File: src/rtl/motion_pkg.sv
// Shared motion-control definitions for the drawing robot's stepper path.
package motion_pkg;

    localparam int unsigned DX_W                 = 16;
    localparam int unsigned DEFAULT_PULSE_CYCLES = 10;
    localparam logic        DIR_POS              = 1'b1;

    typedef enum logic [2:0] {
        StIdle  = 3'd0,
        StSetup = 3'd1,
        StPulse = 3'd2,
        StGap   = 3'd3,
        StDone  = 3'd4
    } motion_state_e;

endpackage

File: src/rtl/step_interval_timer.sv
// Cycle counter for one step period: the pulse window followed by the gap.
module step_interval_timer
    import motion_pkg::*;
#(
    parameter int unsigned PULSE_CYCLES = DEFAULT_PULSE_CYCLES,
    parameter int unsigned PER_W        = 24
) (
    input  logic             clock_in,
    input  logic             reset_n,
    input  logic             start,
    input  logic [PER_W-1:0] eff_period,
    output logic             pulse_phase,
    output logic             period_end
);

    localparam logic [PER_W-1:0] PULSE_LAST = PER_W'(PULSE_CYCLES - 1);

    logic [PER_W-1:0] cnt_q;

    // cnt_q is the index of the current cycle within the period; start marks index 0.
    always_ff @(posedge clock_in or negedge reset_n) begin
        if (!reset_n) begin
            cnt_q <= '0;
        end else if (start) begin
            cnt_q <= '0;
        end else begin
            cnt_q <= cnt_q + 1'b1;
        end
    end

    // High while the following cycle still belongs to the pulse window.
    assign pulse_phase = (cnt_q < PULSE_LAST);
    assign period_end  = (cnt_q == eff_period - 1'b1);

endmodule

File: src/rtl/stepper_line_controller.sv
// Two-axis Bresenham line sequencer: accepts one move, emits step/dir pulses,
// and tracks absolute position.
module stepper_line_controller
    import motion_pkg::*;
#(
    parameter int unsigned PULSE_CYCLES = DEFAULT_PULSE_CYCLES,
    parameter int unsigned PER_W        = 24,
    parameter int unsigned POS_W        = 32
) (
    input  logic             clock_in,
    input  logic             reset_n,
    input  logic             cmd_valid,
    output logic             cmd_ready,
    input  logic [DX_W-1:0]  cmd_dx,
    input  logic [DX_W-1:0]  cmd_dy,
    input  logic [PER_W-1:0] cmd_period,
    input  logic             abort,
    output logic             step_x,
    output logic             step_y,
    output logic             dir_x,
    output logic             dir_y,
    output logic             busy,
    output logic             done,
    output logic             aborted,
    output logic [POS_W-1:0] pos_x,
    output logic [POS_W-1:0] pos_y
);

    localparam int unsigned      ERR_W      = DX_W + 2;
    localparam logic [PER_W-1:0] MIN_PERIOD = PER_W'(2 * PULSE_CYCLES);

    motion_state_e state_q, state_d;

    logic [DX_W-1:0]  dx_q, dy_q;
    logic [PER_W-1:0] period_q;
    logic [DX_W-1:0]  steps_left_q, steps_left_d;
    logic signed [ERR_W-1:0] err_q, err_d, err_init, err_src, err_sub, err_step;

    logic [DX_W-1:0]  ax, ay, n_len, m_len;
    logic [PER_W-1:0] eff_period;
    logic             major_x, minor_step, dir_x_c, dir_y_c;
    logic             enter_pulse, pulse_phase, period_end;
    logic             step_x_d, step_y_d, dir_x_d, dir_y_d, aborted_d;
    logic [POS_W-1:0] pos_x_d, pos_y_d;

    // Geometry is derived from the held command, which stays stable for the whole move.
    assign ax         = dx_q[DX_W-1] ? (~dx_q + 1'b1) : dx_q;
    assign ay         = dy_q[DX_W-1] ? (~dy_q + 1'b1) : dy_q;
    assign major_x    = (ax >= ay);
    assign n_len      = major_x ? ax : ay;
    assign m_len      = major_x ? ay : ax;
    assign dir_x_c    = dx_q[DX_W-1] ? ~DIR_POS : DIR_POS;
    assign dir_y_c    = dy_q[DX_W-1] ? ~DIR_POS : DIR_POS;
    assign eff_period = (period_q < MIN_PERIOD) ? MIN_PERIOD : period_q;

    assign err_init   = $signed({2'b00, n_len >> 1});
    assign err_src    = (state_q == StSetup) ? err_init : err_q;
    assign err_sub    = err_src - $signed({2'b00, m_len});
    assign minor_step = err_sub[ERR_W-1];
    assign err_step   = minor_step ? (err_sub + $signed({2'b00, n_len})) : err_sub;

    step_interval_timer #(
        .PULSE_CYCLES (PULSE_CYCLES),
        .PER_W        (PER_W)
    ) u_timer (
        .clock_in    (clock_in),
        .reset_n     (reset_n),
        .start       (enter_pulse),
        .eff_period  (eff_period),
        .pulse_phase (pulse_phase),
        .period_end  (period_end)
    );

    always_comb begin
        state_d      = state_q;
        err_d        = err_q;
        steps_left_d = steps_left_q;
        step_x_d     = step_x;
        step_y_d     = step_y;
        dir_x_d      = dir_x;
        dir_y_d      = dir_y;
        pos_x_d      = pos_x;
        pos_y_d      = pos_y;
        aborted_d    = 1'b0;
        enter_pulse  = 1'b0;

        unique case (state_q)
            StIdle: begin
                if (cmd_valid) state_d = StSetup;
            end
            StSetup: begin
                dir_x_d      = dir_x_c;
                dir_y_d      = dir_y_c;
                err_d        = err_init;
                steps_left_d = n_len;
                if (abort) begin
                    state_d   = StDone;
                    aborted_d = 1'b1;
                end else if (n_len == '0) begin
                    state_d = StDone;
                end else begin
                    enter_pulse = 1'b1;
                end
            end
            StPulse: begin
                if (abort) begin
                    state_d   = StDone;
                    aborted_d = 1'b1;
                end else if (!pulse_phase) begin
                    state_d      = StGap;
                    steps_left_d = steps_left_q - 1'b1;
                end
            end
            StGap: begin
                if (abort) begin
                    state_d   = StDone;
                    aborted_d = 1'b1;
                end else if (period_end) begin
                    if (steps_left_q != '0) enter_pulse = 1'b1;
                    else                    state_d     = StDone;
                end
            end
            StDone: begin
                state_d = StIdle;
            end
            default: begin
                state_d = StIdle;
            end
        endcase

        // Each pulse entry is one Bresenham iteration: major axis always steps.
        if (enter_pulse) begin
            state_d  = StPulse;
            err_d    = err_step;
            step_x_d = major_x | minor_step;
            step_y_d = ~major_x | minor_step;
            if (step_x_d) begin
                pos_x_d = pos_x + ((dir_x_c == DIR_POS) ? POS_W'(1) : {POS_W{1'b1}});
            end
            if (step_y_d) begin
                pos_y_d = pos_y + ((dir_y_c == DIR_POS) ? POS_W'(1) : {POS_W{1'b1}});
            end
        end

        if (state_d != StPulse) begin
            step_x_d = 1'b0;
            step_y_d = 1'b0;
        end
    end

    always_ff @(posedge clock_in or negedge reset_n) begin
        if (!reset_n) begin
            state_q      <= StIdle;
            dx_q         <= '0;
            dy_q         <= '0;
            period_q     <= '0;
            err_q        <= '0;
            steps_left_q <= '0;
            cmd_ready    <= 1'b1;
            busy         <= 1'b0;
            done         <= 1'b0;
            aborted      <= 1'b0;
            step_x       <= 1'b0;
            step_y       <= 1'b0;
            dir_x        <= 1'b0;
            dir_y        <= 1'b0;
            pos_x        <= '0;
            pos_y        <= '0;
        end else begin
            if (state_q == StIdle && cmd_valid) begin
                dx_q     <= cmd_dx;
                dy_q     <= cmd_dy;
                period_q <= cmd_period;
            end
            state_q      <= state_d;
            err_q        <= err_d;
            steps_left_q <= steps_left_d;
            cmd_ready    <= (state_d == StIdle);
            busy         <= (state_d != StIdle);
            done         <= (state_d == StDone);
            aborted      <= aborted_d;
            step_x       <= step_x_d;
            step_y       <= step_y_d;
            dir_x        <= dir_x_d;
            dir_y        <= dir_y_d;
            pos_x        <= pos_x_d;
            pos_y        <= pos_y_d;
        end
    end

endmodule

File: config.mk
export PLATFORM = sky130hd
export DESIGN_NAME = stepper_line_controller
export DESIGN_NICKNAME = d
export VERILOG_FILES = /design/src/rtl/motion_pkg.sv /design/src/rtl/step_interval_timer.sv /design/src/rtl/stepper_line_controller.sv
export SDC_FILE = /design/constraint.sdc
export NUM_CORES = 1
export LEC_CHECK = 0
export ABC_AREA = 0
export BUFFER_PORTS_ARGS = -buffer_cell sky130_fd_sc_hd__buf_2
export CAP_MARGIN = 40
export CORE_ASPECT_RATIO = 1.4
export CORE_MARGIN = 5
export CORE_UTILIZATION = 55
export CTS_BUF_LIST = sky130_fd_sc_hd__clkbuf_8
export CTS_CLUSTER_DIAMETER = 40
export DETAILED_ROUTE_END_ITERATION = 10
export PLACE_DENSITY = 0.75
export SLEW_MARGIN = 20
export SYNTH_ARGS = -nofsm -noshare
export SYNTH_HDL_FRONTEND = slang
export SYNTH_SLANG_ARGS = --single-unit
File: constraint.sdc
create_clock -name clock_in -period 16.9 [get_ports clock_in]
set_input_delay 0 -clock clock_in [delete_from_list [all_inputs] [get_ports clock_in]]
set_output_delay 0 -clock clock_in [all_outputs]
set_load 0.02 [all_outputs]
==> impl_metrics.json <==
{
  "core-area_um2": 26740,
  "ant_nets": 0,
  "port-buffer-count": 131,
  "cts_tree": "done",
  "start_util_pct": 55.46,
  "netlist_area_um2": 14830,
  "yosysTopAreaCell": "dfrtp_1",
  "slowest_delay_ns": 0.76,
  "relSlewSlack_pct": 41.22,
  "ys_warn_count": 0,
  "layout.nets": 2003,
  "yosysMostFrequentCell": "dfrtp_1",
  "fin_tns_setup_ns": 0,
  "fin_skew_ns": 0.01542,
  "drt-total-wl_mm": 38.11,
  "yosysTopAreaCellShare_pct": 31.72,
  "netlist_top_cells_count": "188 x dfrtp_1, 144 x nand2_1, 136 x o21ai_0",
  "drtPass1Iterations": 5,
  "syn_avg_cell_area_um2": 8.902,
  "num_io_pins": 132,
  "cp_max_fo": 24,
  "dp_hpwl_mm": 28.55,
  "synth_nets": 1842,
  "overflow": 0,
  "setup_viol": 0,
  "finalWorstSetupSlack_ns": 7.807,
  "setup.worst_path.start": "dy_q[2]",
  "maxCapViolations": 0,
  "dp.cells": 2113,
  "num_rows": 71,
  "seq_area_frac_synth_pct": 31.90,
  "grt_pass1_wl_mm": 63.21,
  "netlist_top_cells_area": "dfrtp_1 32%, ha_1 9.4%, mux2_2 7.4%, xnor2_1 5.3%, o21ai_0 4.6%",
  "nFillCells": 2261,
  "dp_slack_ns": 7.725,
  "cts_resized": 0,
  "grt_pass1_vias": 12950,
  "crit_type": "register to register",
  "holdCritPathClass": "input pin to async pin",
  "area_delta_synth_final_pct": 13.84,
  "crit_path_start_kind": "register",
  "numCtsBuffers": 17,
  "drc": 0,
  "rsz0062_at_grt": "no",
  "crit_arrival_ns": 9.53,
  "endpoint_kind": "register",
  "synth_ff_type": "dfrtp_1",
  "yosys_register_bits": 189,
  "clk_pin_slew_ns": 0.11,
  "worstReg2RegStart": "dy_q[2]",
  "grt_usage_pct": 25.40,
  "r2r_slack_ns": 7.81,
  "finalCritPeriodShare_pct": 53.80,
  "synth-async-reset-ratio_pct": 100.0,
  "drtIter0Drc": 698,
  "hold_violations": 0,
  "grt_max_degree": 87,
  "synth_edf_count": 0,
  "period_needed_ns": 9.093,
  "routed_via_density": 5.923,
  "status": "finished, final reports clean",
  "yosysUniqueCellTypes": 82,
  "die_w_um": 148.8,
  "htree_levels": 4,
  "final_cells": 2206,
  "fmax_mhz": 110.0,
  "hold_slack_ns": 0.05965,
  "cts_max_path_buffers": 2,
  "r2r-end": "err_q[15]",
  "critPathSlowestCell": "a2111oi_0",
  "drive_gt1_share_pct": 17.12,
  "cp_data_required_time_ns": 17.33,
  "reg2reg_depth": 27,
  "slew_violations": 0,
  "clk-insertion-delay-late_ns": 0.49,
  "die-area_um2": 30400,
  "postSynthCellCount": 1666,
  "wire_per_inst_um": 17.27,
  "clock_sinks": 189,
  "root_buffer": "clkbuf_8",
  "num_vias": 13070,
  "antenna_found_initial": 1,
  "place_congestion": 0.9427,
  "worst_pin_slew_ns": 0.8594,
  "die_y_um": 204.3
}
-- cell usage in the layout (no fill, tap or decap), types with 6 or more instances in the layout --
cell type | netlist | routed
a211oi_1 | 9 | 9
a21o_1 | 24 | 24
a21oi_1 | 115 | 115
a31o_2 | 6 | 6
a31oi_1 | 26 | 26
and2_1 | 9 | 9
and3_1 | 21 | 21
buf_2 | 10 | 131
buf_4 | 0 | 12
clkbuf_8 | 0 | 18
dfrtp_1 | 188 | 187
dlygate4sd3_1 | 0 | 58
ha_1 | 112 | 112
inv_1 | 66 | 66
inv_6 | 0 | 6
mux2_2 | 98 | 98
mux2i_1 | 17 | 17
nand2_1 | 144 | 143
nand2b_1 | 19 | 19
nand3_1 | 34 | 34
nand4_1 | 13 | 13
nor2_1 | 128 | 128
nor2b_1 | 14 | 14
nor3_1 | 36 | 36
nor4_1 | 26 | 26
o21a_1 | 19 | 19
o21ai_0 | 136 | 136
o21bai_1 | 8 | 8
o311ai_0 | 8 | 8
o31a_1 | 8 | 8
o31ai_1 | 12 | 12
o41ai_1 | 6 | 6
or2_2 | 10 | 10
or3_1 | 13 | 13
or4_1 | 12 | 12
xnor2_1 | 89 | 89
xor2_1 | 68 | 68
-- through the flow --
step / instance area, um2 / utilization (%)
2_1_floorplan: 14830 / -
3_3_place_gp: 15760 / 58.94
3_5_place_dp: 15870 / 59.34
4_1_cts: 16870 / 63.10
5_1_grt: 16880 / 63.14
6_report: 16880 / 63.14
-- kinds of logic (layout without fill, tap and decap cells) --
family / Yosys count / in the layout / share of synthesized area (%)
flops: 189 / 189 / 31.90
mux: 115 / 115 / 8.589
compound gates: 449 / 449 / 19.52
simple gates: 507 / 507 / 16.97
other cells: 0 / 1 / 0
fa+ha+maj: 116 / 116 / 9.989
buf+inv: 133 / 307 / 3.754
xor+xnor: 157 / 157 / 9.272
-- worst max-delay path, delay by kind of cell, from the launching register on --
| kind | cells | cell delay (ns) |
|---|---|---|
| adder cells (fa/ha/maj) | 3 | 1.05 |
| flip-flops | 1 | 0.50 |
| XOR/XNOR | 2 | 0.45 |
| buffers and inverters | 2 | 0.52 |
| AND/OR/NAND/NOR | 7 | 2.13 |
| AO/OA/AOI/OAI | 13 | 4.36 |
-- final cells by class --
cell class	instances	area [um2]	area share (%)
repair buffers	208	1470	8.708
diodes	1	2.502	0.01482
inverters	67	251.5	1.490
clock inverters	15	172.7	1.023
clock buffers	17	234.0	1.386
multi-input cells	1344	9564	56.65
flip-flops and latches	189	4732	28.03
well taps	365	456.7	2.705
-- sequential cells by signal (all words and copies together), names as in the netlist --
signal and flops:
pos_x 32, u_timer.cnt_q 24, pos_y 32, cmd_ready 1, state_q 3, dir_x 1
err_q 18, aborted 1, dir_y 1, dx_q 16, busy 1, step_x 1
done 1, period_q 24, dy_q 16, step_y 1, steps_left_q 16
-- worst max path at each step --
stage / end / slack, ns / cells after the start
finish: err_q[15] / 7.81 / 27
CTS: err_q[15] / 7.69 / 30
floorplan: err_q[15] / 8.96 / 35
global placement: err_q[15] / 8.06 / 28
detailed placement: err_q[15] / 7.72 / 30
global route: err_q[17] / 6.78 / 28
-- what timing repair did --
item | CTS | global route
hold buffers | 59 | 0
buffers inserted | 0 | 0
hold endpoints to repair | 201 | 0
-- layer usage --
metal	wire length [um]	vias up	global-route usage, %	share of wire [%]
li1	-	6414	-	-
met1	15540	6214	29.66	41
met2	19340	335	45.21	51
met3	1389	103	3.594	3.6
met4	1840	0	12.86	4.8
met5	0	-	0	0
Power is not shown: default switching activity piles up to over one toggle a cycle in this logic, so the estimate is an artifact.
